[config.mk]
export PLATFORM = sky130hd
export DESIGN_NAME = data_mem_responder
export DESIGN_NICKNAME = d
export VERILOG_FILES = /design/src/rtl/dmem_pkg.sv /design/src/rtl/dmem_array.sv /design/src/rtl/data_mem_responder.sv
export SDC_FILE = /design/constraint.sdc
export NUM_CORES = 2
export LEC_CHECK = 0
export ABC_AREA = 1
export BUFFER_PORTS_ARGS = -buffer_cell sky130_fd_sc_hd__buf_2
export CORE_MARGIN = 2
export CORE_UTILIZATION = 35
export DETAILED_ROUTE_END_ITERATION = 16
export SLEW_MARGIN = 5
export SYNTH_ARGS = -nofsm -noshare
export SYNTH_HDL_FRONTEND = slang
export SYNTH_SLANG_ARGS = --single-unit
[constraint.sdc]
create_clock -name clk -period 4.6 [get_ports clk]
set_input_delay 1.15 -clock clk [delete_from_list [all_inputs] [get_ports clk]]
set_output_delay 1.15 -clock clk [all_outputs]
set_load 0.03 [all_outputs]
[src/rtl/dmem_pkg.sv]
// Shared definitions for the data-memory responder.
// Holds the default geometry (DEPTH/AW/DW), the access-counter width, the
// two-state controller encoding and a saturating-increment helper.
package dmem_pkg;

  localparam int DEPTH = 128;
  localparam int AW    = 7;
  localparam int DW    = 32;
  localparam int CNT_W = 16;

  typedef enum logic {
    CLEAR = 1'b0,
    READY = 1'b1
  } dmem_state_e;

  // Counters stop at all-ones instead of wrapping back to zero.
  function automatic logic [CNT_W-1:0] sat_inc(input logic [CNT_W-1:0] value);
    if (value == 16'hFFFF) begin
      return value;
    end else begin
      return value + 16'd1;
    end
  endfunction

endpackage

[src/rtl/dmem_array.sv]
// Word storage for the data-memory responder.
// One synchronous write port and one asynchronous (combinational) read port.
// The array has no reset: contents change only through the write port.
// Ports:
//   clk    - clock, write happens on its rising edge
//   we     - write enable
//   waddr  - write word address
//   wdata  - write data
//   raddr  - read word address
//   rdata  - read data, combinational from raddr
module dmem_array #(
  parameter int AW = dmem_pkg::AW,
  parameter int DW = dmem_pkg::DW
) (
  input  logic          clk,
  input  logic          we,
  input  logic [AW-1:0] waddr,
  input  logic [DW-1:0] wdata,
  input  logic [AW-1:0] raddr,
  output logic [DW-1:0] rdata
);

  logic [DW-1:0] mem_r [0:(2**AW)-1];

  // Synchronous write port.
  always_ff @(posedge clk) begin
    if (we) begin
      mem_r[waddr] <= wdata;
    end
  end

  assign rdata = mem_r[raddr];

endmodule

[src/rtl/data_mem_responder.sv]
// Single-cycle data memory seen by a simple core.
// After reset the array is zero-swept one word per edge (CLEAR), then the
// block honours reads (zero latency) and writes (one edge) in READY.
// Ports:
//   clk, rst_n      - clock and synchronous active-low reset
//   CEN, WEN, OEN   - access enable, write strobe, output enable (active-high)
//   A, D            - word address and write data
//   Q               - read data, 0 unless a read is being honoured
//   ready           - high while accesses are honoured
//   err             - sticky write+read conflict flag
//   rd_cnt, wr_cnt  - saturating counts of accepted reads and writes
module data_mem_responder #(
  parameter int DEPTH          = dmem_pkg::DEPTH,
  parameter int AW             = dmem_pkg::AW,
  parameter int DW             = dmem_pkg::DW,
  parameter int CLEAR_ON_RESET = 1
) (
  input  logic                       clk,
  input  logic                       rst_n,
  input  logic                       CEN,
  input  logic                       WEN,
  input  logic                       OEN,
  input  logic [AW-1:0]              A,
  input  logic [DW-1:0]              D,
  output logic [DW-1:0]              Q,
  output logic                       ready,
  output logic                       err,
  output logic [dmem_pkg::CNT_W-1:0] rd_cnt,
  output logic [dmem_pkg::CNT_W-1:0] wr_cnt
);

  import dmem_pkg::*;

  // Without the sweep the controller comes out of reset already in READY;
  // ready still stays low until the first edge with rst_n released.
  localparam dmem_state_e RST_STATE = (CLEAR_ON_RESET != 0) ? CLEAR : READY;

  dmem_state_e       state_r;
  dmem_state_e       state_nxt_s;
  logic [AW-1:0]     clr_ptr_r;
  logic [AW-1:0]     clr_ptr_nxt_s;
  logic              ready_r;
  logic              err_r;
  logic [CNT_W-1:0]  rd_cnt_r;
  logic [CNT_W-1:0]  wr_cnt_r;

  logic              rd_s;
  logic              wr_s;
  logic              conf_s;
  logic              arr_we_s;
  logic [AW-1:0]     arr_addr_s;
  logic [DW-1:0]     arr_wdata_s;
  logic [DW-1:0]     arr_rdata_s;

  // Next-state logic, access decode and the array write-port mux.
  always_comb begin
    state_nxt_s   = state_r;
    clr_ptr_nxt_s = clr_ptr_r;
    rd_s          = 1'b0;
    wr_s          = 1'b0;
    conf_s        = 1'b0;
    arr_we_s      = 1'b0;
    arr_addr_s    = A;
    arr_wdata_s   = D;
    case (state_r)
      CLEAR: begin
        arr_we_s      = 1'b1;
        arr_addr_s    = clr_ptr_r;
        arr_wdata_s   = '0;
        clr_ptr_nxt_s = clr_ptr_r + AW'(1);
        if (clr_ptr_r == AW'(DEPTH - 1)) begin
          state_nxt_s = READY;
        end else begin
          state_nxt_s = CLEAR;
        end
      end
      READY: begin
        state_nxt_s = READY;
        // ready_r gates access so the no-sweep variant ignores the first cycle.
        if (ready_r && CEN) begin
          rd_s   = OEN & ~WEN;
          wr_s   = WEN & ~OEN;
          conf_s = WEN & OEN;
        end else begin
          rd_s   = 1'b0;
          wr_s   = 1'b0;
          conf_s = 1'b0;
        end
        arr_we_s = wr_s;
      end
      default: begin
        state_nxt_s = CLEAR;
      end
    endcase
  end

  // Controller state, status flag and counters with synchronous reset.
  always_ff @(posedge clk) begin
    if (!rst_n) begin
      state_r   <= RST_STATE;
      clr_ptr_r <= '0;
      ready_r   <= 1'b0;
      err_r     <= 1'b0;
      rd_cnt_r  <= '0;
      wr_cnt_r  <= '0;
    end else begin
      state_r   <= state_nxt_s;
      clr_ptr_r <= clr_ptr_nxt_s;
      ready_r   <= (state_nxt_s == READY);
      if (conf_s) begin
        err_r <= 1'b1;
      end
      if (rd_s) begin
        rd_cnt_r <= sat_inc(rd_cnt_r);
      end
      if (wr_s) begin
        wr_cnt_r <= sat_inc(wr_cnt_r);
      end
    end
  end

  // A write presented in the same cycle as reset is dropped.
  dmem_array #(
    .AW (AW),
    .DW (DW)
  ) u_array (
    .clk   (clk),
    .we    (arr_we_s & rst_n),
    .waddr (arr_addr_s),
    .wdata (arr_wdata_s),
    .raddr (A),
    .rdata (arr_rdata_s)
  );

  // Read data is driven only for an honoured read, zero otherwise.
  always_comb begin
    if (rd_s) begin
      Q = arr_rdata_s;
    end else begin
      Q = '0;
    end
  end

  assign ready  = ready_r;
  assign err    = err_r;
  assign rd_cnt = rd_cnt_r;
  assign wr_cnt = wr_cnt_r;

endmodule

==> results.toml <==
[drt]
route.antenna.remaining_nets = 0
avgRoutedWirePerCell_um = 25.33
via_per_inst = 5.382
firstDrtPassIters = 6
drt_iter0_drc = 14380
route.detailed.drc = 0
final_wirelength_mm = 545.2
via_count = 115800

[synthesis]
synth_enable_flop_cells = 4096
synth_top_flop_cell = "sky130_fd_sc_hd__edfxtp_1"
synth_area_per_cell_um2 = 12.03
netlist_area_mm2 = 0.1676
post_synth_num_cell_types = 33
synth_nets = 13980
synth_async_sr_flop_share = 0
synthesis.instances = 13930
synth.ff_latch_count = 4137
synth_warnings = 0
synth_seq_area_share = 0.7387

[setup_path]
cp_cell_sequence = "buf_16 > buf_4 > buf_12 > buf_12 > nand2_1 > nand3_1 > nand3_1 > nand3_1 > nand3_1 > nand2_1 > nand2_1 > buf_12 > nand2_2 > nor2_1 > buf_4 > nor2_4 > buf_6 > buf_4"
gate_family_responsible_for_the_most_delay_along_the_worst_path = "buffers and inverters"
worst_ep_required_time_ns = 3.45
timing.critical_path.mode_cell = "sky130_fd_sc_hd__nand3_1"
slowest_stage = "sky130_fd_sc_hd__nor2_4"
critical_path_peak_fanout = 34
crit_arrival_ns = 3.63
startpoint_type = "input pin"
setup.worst_path.class = "input pin to output port"
sum_of_buffers_and_inverters_on_the_critical_path = 8
worst_setup_path_end_kind = "output port"
max_stage_delay_ns = 0.31

[timing]
fin_ws_ns = -0.1837
final.setup_skew_ns = 0.06919
timing_hold_violations_final = 0
worst_slew_pin_slew_ns = 1.278
totalNegativeSetupSlack_ns = -3.134
max_slew_violations = 0
maxClockFrequency_mhz = 209.0
setup_violations = 31
rsz_0062_raised_after_global_routing = "true"
timing.final.crit_period_ns = 4.784
slew-limit-headroom = 0.1482
post-route-period-util = 1.040

[layout]
drive_above_1_share = 0.1591
final_core_utilization = 0.4259
commonest_non_fill_non_tap_cell_in_the_layout = "sky130_fd_sc_hd__nand2_1"
layout_common_cells = "sky130_fd_sc_hd__nand2_1, sky130_fd_sc_hd__edfxtp_1, sky130_fd_sc_hd__nand3_1"
area_growth_syn_to_layout_pct = 21.36
layout.nets = 14810

[die]
die_h_um = 696.0
io-pin-count = 110
design.die.area_mm2 = 0.4845
initial_utilization = 0.3509
std_cell_rows = 254
fp.dieW_um = 696.0
core_mm2 = 0.4777

[clock_tree]
tritoncts = "built"
tritoncts_num_sinks = 4137
hold_buffers = 0
cts_root_buf = "sky130_fd_sc_hd__clkbuf_16"
clock_buffer_count_from_cts = 426
clock_tree.htree_level_count = 5
worst_skew_pair.late_latency_ns = 1.01
register_clock_pin_slew_on_the_reported_worst_setup_and_hold_paths_ns = 0.06
clock_path_buffers = 4

[global_route]
grt_pass1_wl_mm = 775.6
groute.usage.overall = 0.2176
overflow = 0
maximum_number_of_pins_on_one_net_before_global_route_repair = 129
antenna_found_initial = 38
number_of_global_route_vias_before_repair = 109200

[outcome]
violations_in_the_final_reports = "setup timing"
status = "complete, but fails checks"

[power_and_ir_drop]
power_uw = 79760
peakVddDrop_v = 0.0003685
pwr_density_cell_mw_per_mm2 = 392.1
leakagePower_uw = 0.07426

[placement]
port_buffer_cells = 109
gp_congestion = 0.8559
hpwl_mm = 312.9

[worst_hold_path]
min_path_type = "input pin to register"

[run]
cap_viol_max_count = 0
-- flip-flops by register name (all words and copies together) (netlist names) --
signal / count
u_array.mem_r: 4096
rd_cnt: 16
wr_cnt: 16
clr_ptr_r: 7
err: 1
ready: 1
-- cell type report --
class,count,area [um2]
Timing Repair Buffer,1320,16680
Inverter,95,518.0
Clock buffer,538,11220
Tap cell,6400,8008
Sequential cell,4137,123800
Multi-Input combinational cell,8778,40960
Clock inverter,231,2091
Fill cell,43290,274200
Antenna cell,19,47.55
Timing Repair inverter,4,71.32
-- final timing paths --
kind / from / to / slack, ns / depth (start not counted)
worst max-delay path: A[0] / Q[12] / -0.18 / 18
worst max register to register: ready / u_array.mem_r[57][8] / 1.18 / 9
worst min register to register: wr_cnt[4] / wr_cnt[4] / 0.47 / 2
worst min-delay path: OEN / err / 0.43 / 3
-- routing by layer --
layer / share of wire / track usage
met1: 0.40 / 0.2962
met2: 0.46 / 0.3409
met3: 0.10 / 0.04531
met4: 0.042 / 0.08584
met5: 0.00023 / 0
-- worst register-to-register path, cell delays in order (launching register included) --
cell and delay (ns):
sky130_fd_sc_hd__dfxtp_2 0.64, sky130_fd_sc_hd__inv_1 0.20, sky130_fd_sc_hd__or2_1 0.25, sky130_fd_sc_hd__o21ai_1 0.14, sky130_fd_sc_hd__inv_1 0.08, sky130_fd_sc_hd__nor2_1 0.45
sky130_fd_sc_hd__nand2_1 0.47, sky130_fd_sc_hd__buf_4 0.32, sky130_fd_sc_hd__nor2_4 0.11, sky130_fd_sc_hd__buf_4 0.34
-- cell usage after synthesis, types with 2 or more instances --
library cell | instances | area [um2]
sky130_fd_sc_hd__nand4_1 | 5 | 31.28
sky130_fd_sc_hd__and3_1 | 2 | 12.51
sky130_fd_sc_hd__buf_2 | 436 | 2182
sky130_fd_sc_hd__buf_1 | 70 | 262.8
sky130_fd_sc_hd__ha_1 | 3 | 37.54
sky130_fd_sc_hd__inv_1 | 91 | 341.6
sky130_fd_sc_hd__dfxtp_1 | 41 | 820.8
sky130_fd_sc_hd__inv_2 | 2 | 7.510
sky130_fd_sc_hd__buf_4 | 199 | 1494
sky130_fd_sc_hd__edfxtp_1 | 4096 | 123000
sky130_fd_sc_hd__o21ai_1 | 3 | 15.01
sky130_fd_sc_hd__a211oi_1 | 2 | 15.01
sky130_fd_sc_hd__a21oi_1 | 33 | 165.2
sky130_fd_sc_hd__clkbuf_1 | 142 | 533.0
sky130_fd_sc_hd__nand2_1 | 4543 | 17050
sky130_fd_sc_hd__nor3_1 | 8 | 40.04
sky130_fd_sc_hd__nor4_1 | 5 | 31.28
sky130_fd_sc_hd__buf_6 | 74 | 833.3
sky130_fd_sc_hd__o21ai_0 | 18 | 90.09
sky130_fd_sc_hd__nor3_2 | 2 | 20.02
sky130_fd_sc_hd__buf_8 | 2 | 30.03
sky130_fd_sc_hd__nor2_1 | 240 | 900.9
sky130_fd_sc_hd__xor2_1 | 12 | 105.1
sky130_fd_sc_hd__nand3_1 | 3893 | 19480
sky130_fd_sc_hd__xnor2_1 | 4 | 35.03
-- logic make-up (layout without fill, tap and decap cells) --
kind of cell / count (synthesis) / after routing / share of synthesized area
AND/OR/NAND/NOR: 8699 / 8699 / 0.2242
flip-flops: 4137 / 4137 / 0.7387
buffers and inverters: 1019 / 2188 / 0.03412
AO/OA/AOI/OAI: 60 / 60 / 0.001933
XOR/XNOR: 16 / 16 / 0.0008360
adder cells (fa/ha/maj): 3 / 3 / 0.0002240
other: 0 / 19 / 0
-- metrics by stage --
step / std cells / instance area (um2) / hold slack (ns) / setup slack [ns]
2_1_floorplan: 13930 / 167600 / 0.4523 / 0.5697
3_3_place_gp: 20600 / 184500 / 0.4536 / -0.9868
3_5_place_dp: 20600 / 184500 / 0.4613 / -0.9928
4_1_cts: 21460 / 201800 / 0.3646 / -0.2030
5_1_grt: 21510 / 203400 / 0.4089 / -0.2289
6_report: 21520 / 203400 / 0.4255 / -0.1837
-- power by group --
part           total (uW)  switching, uW  internal, uW
logic                5430           3490          1930
registers           40900           13.9         40800
clock network       33500          14600         18800
-- what timing repair did --
action                                  CTS  global route
hold endpoints to repair                  0             0
resized for setup                       518           204
pin swaps                                48            36
endpoints found under the setup margin   32            32
gates cloned                             47            18
buffers inserted                         43            27
Power figures use the tool's default switching activity.
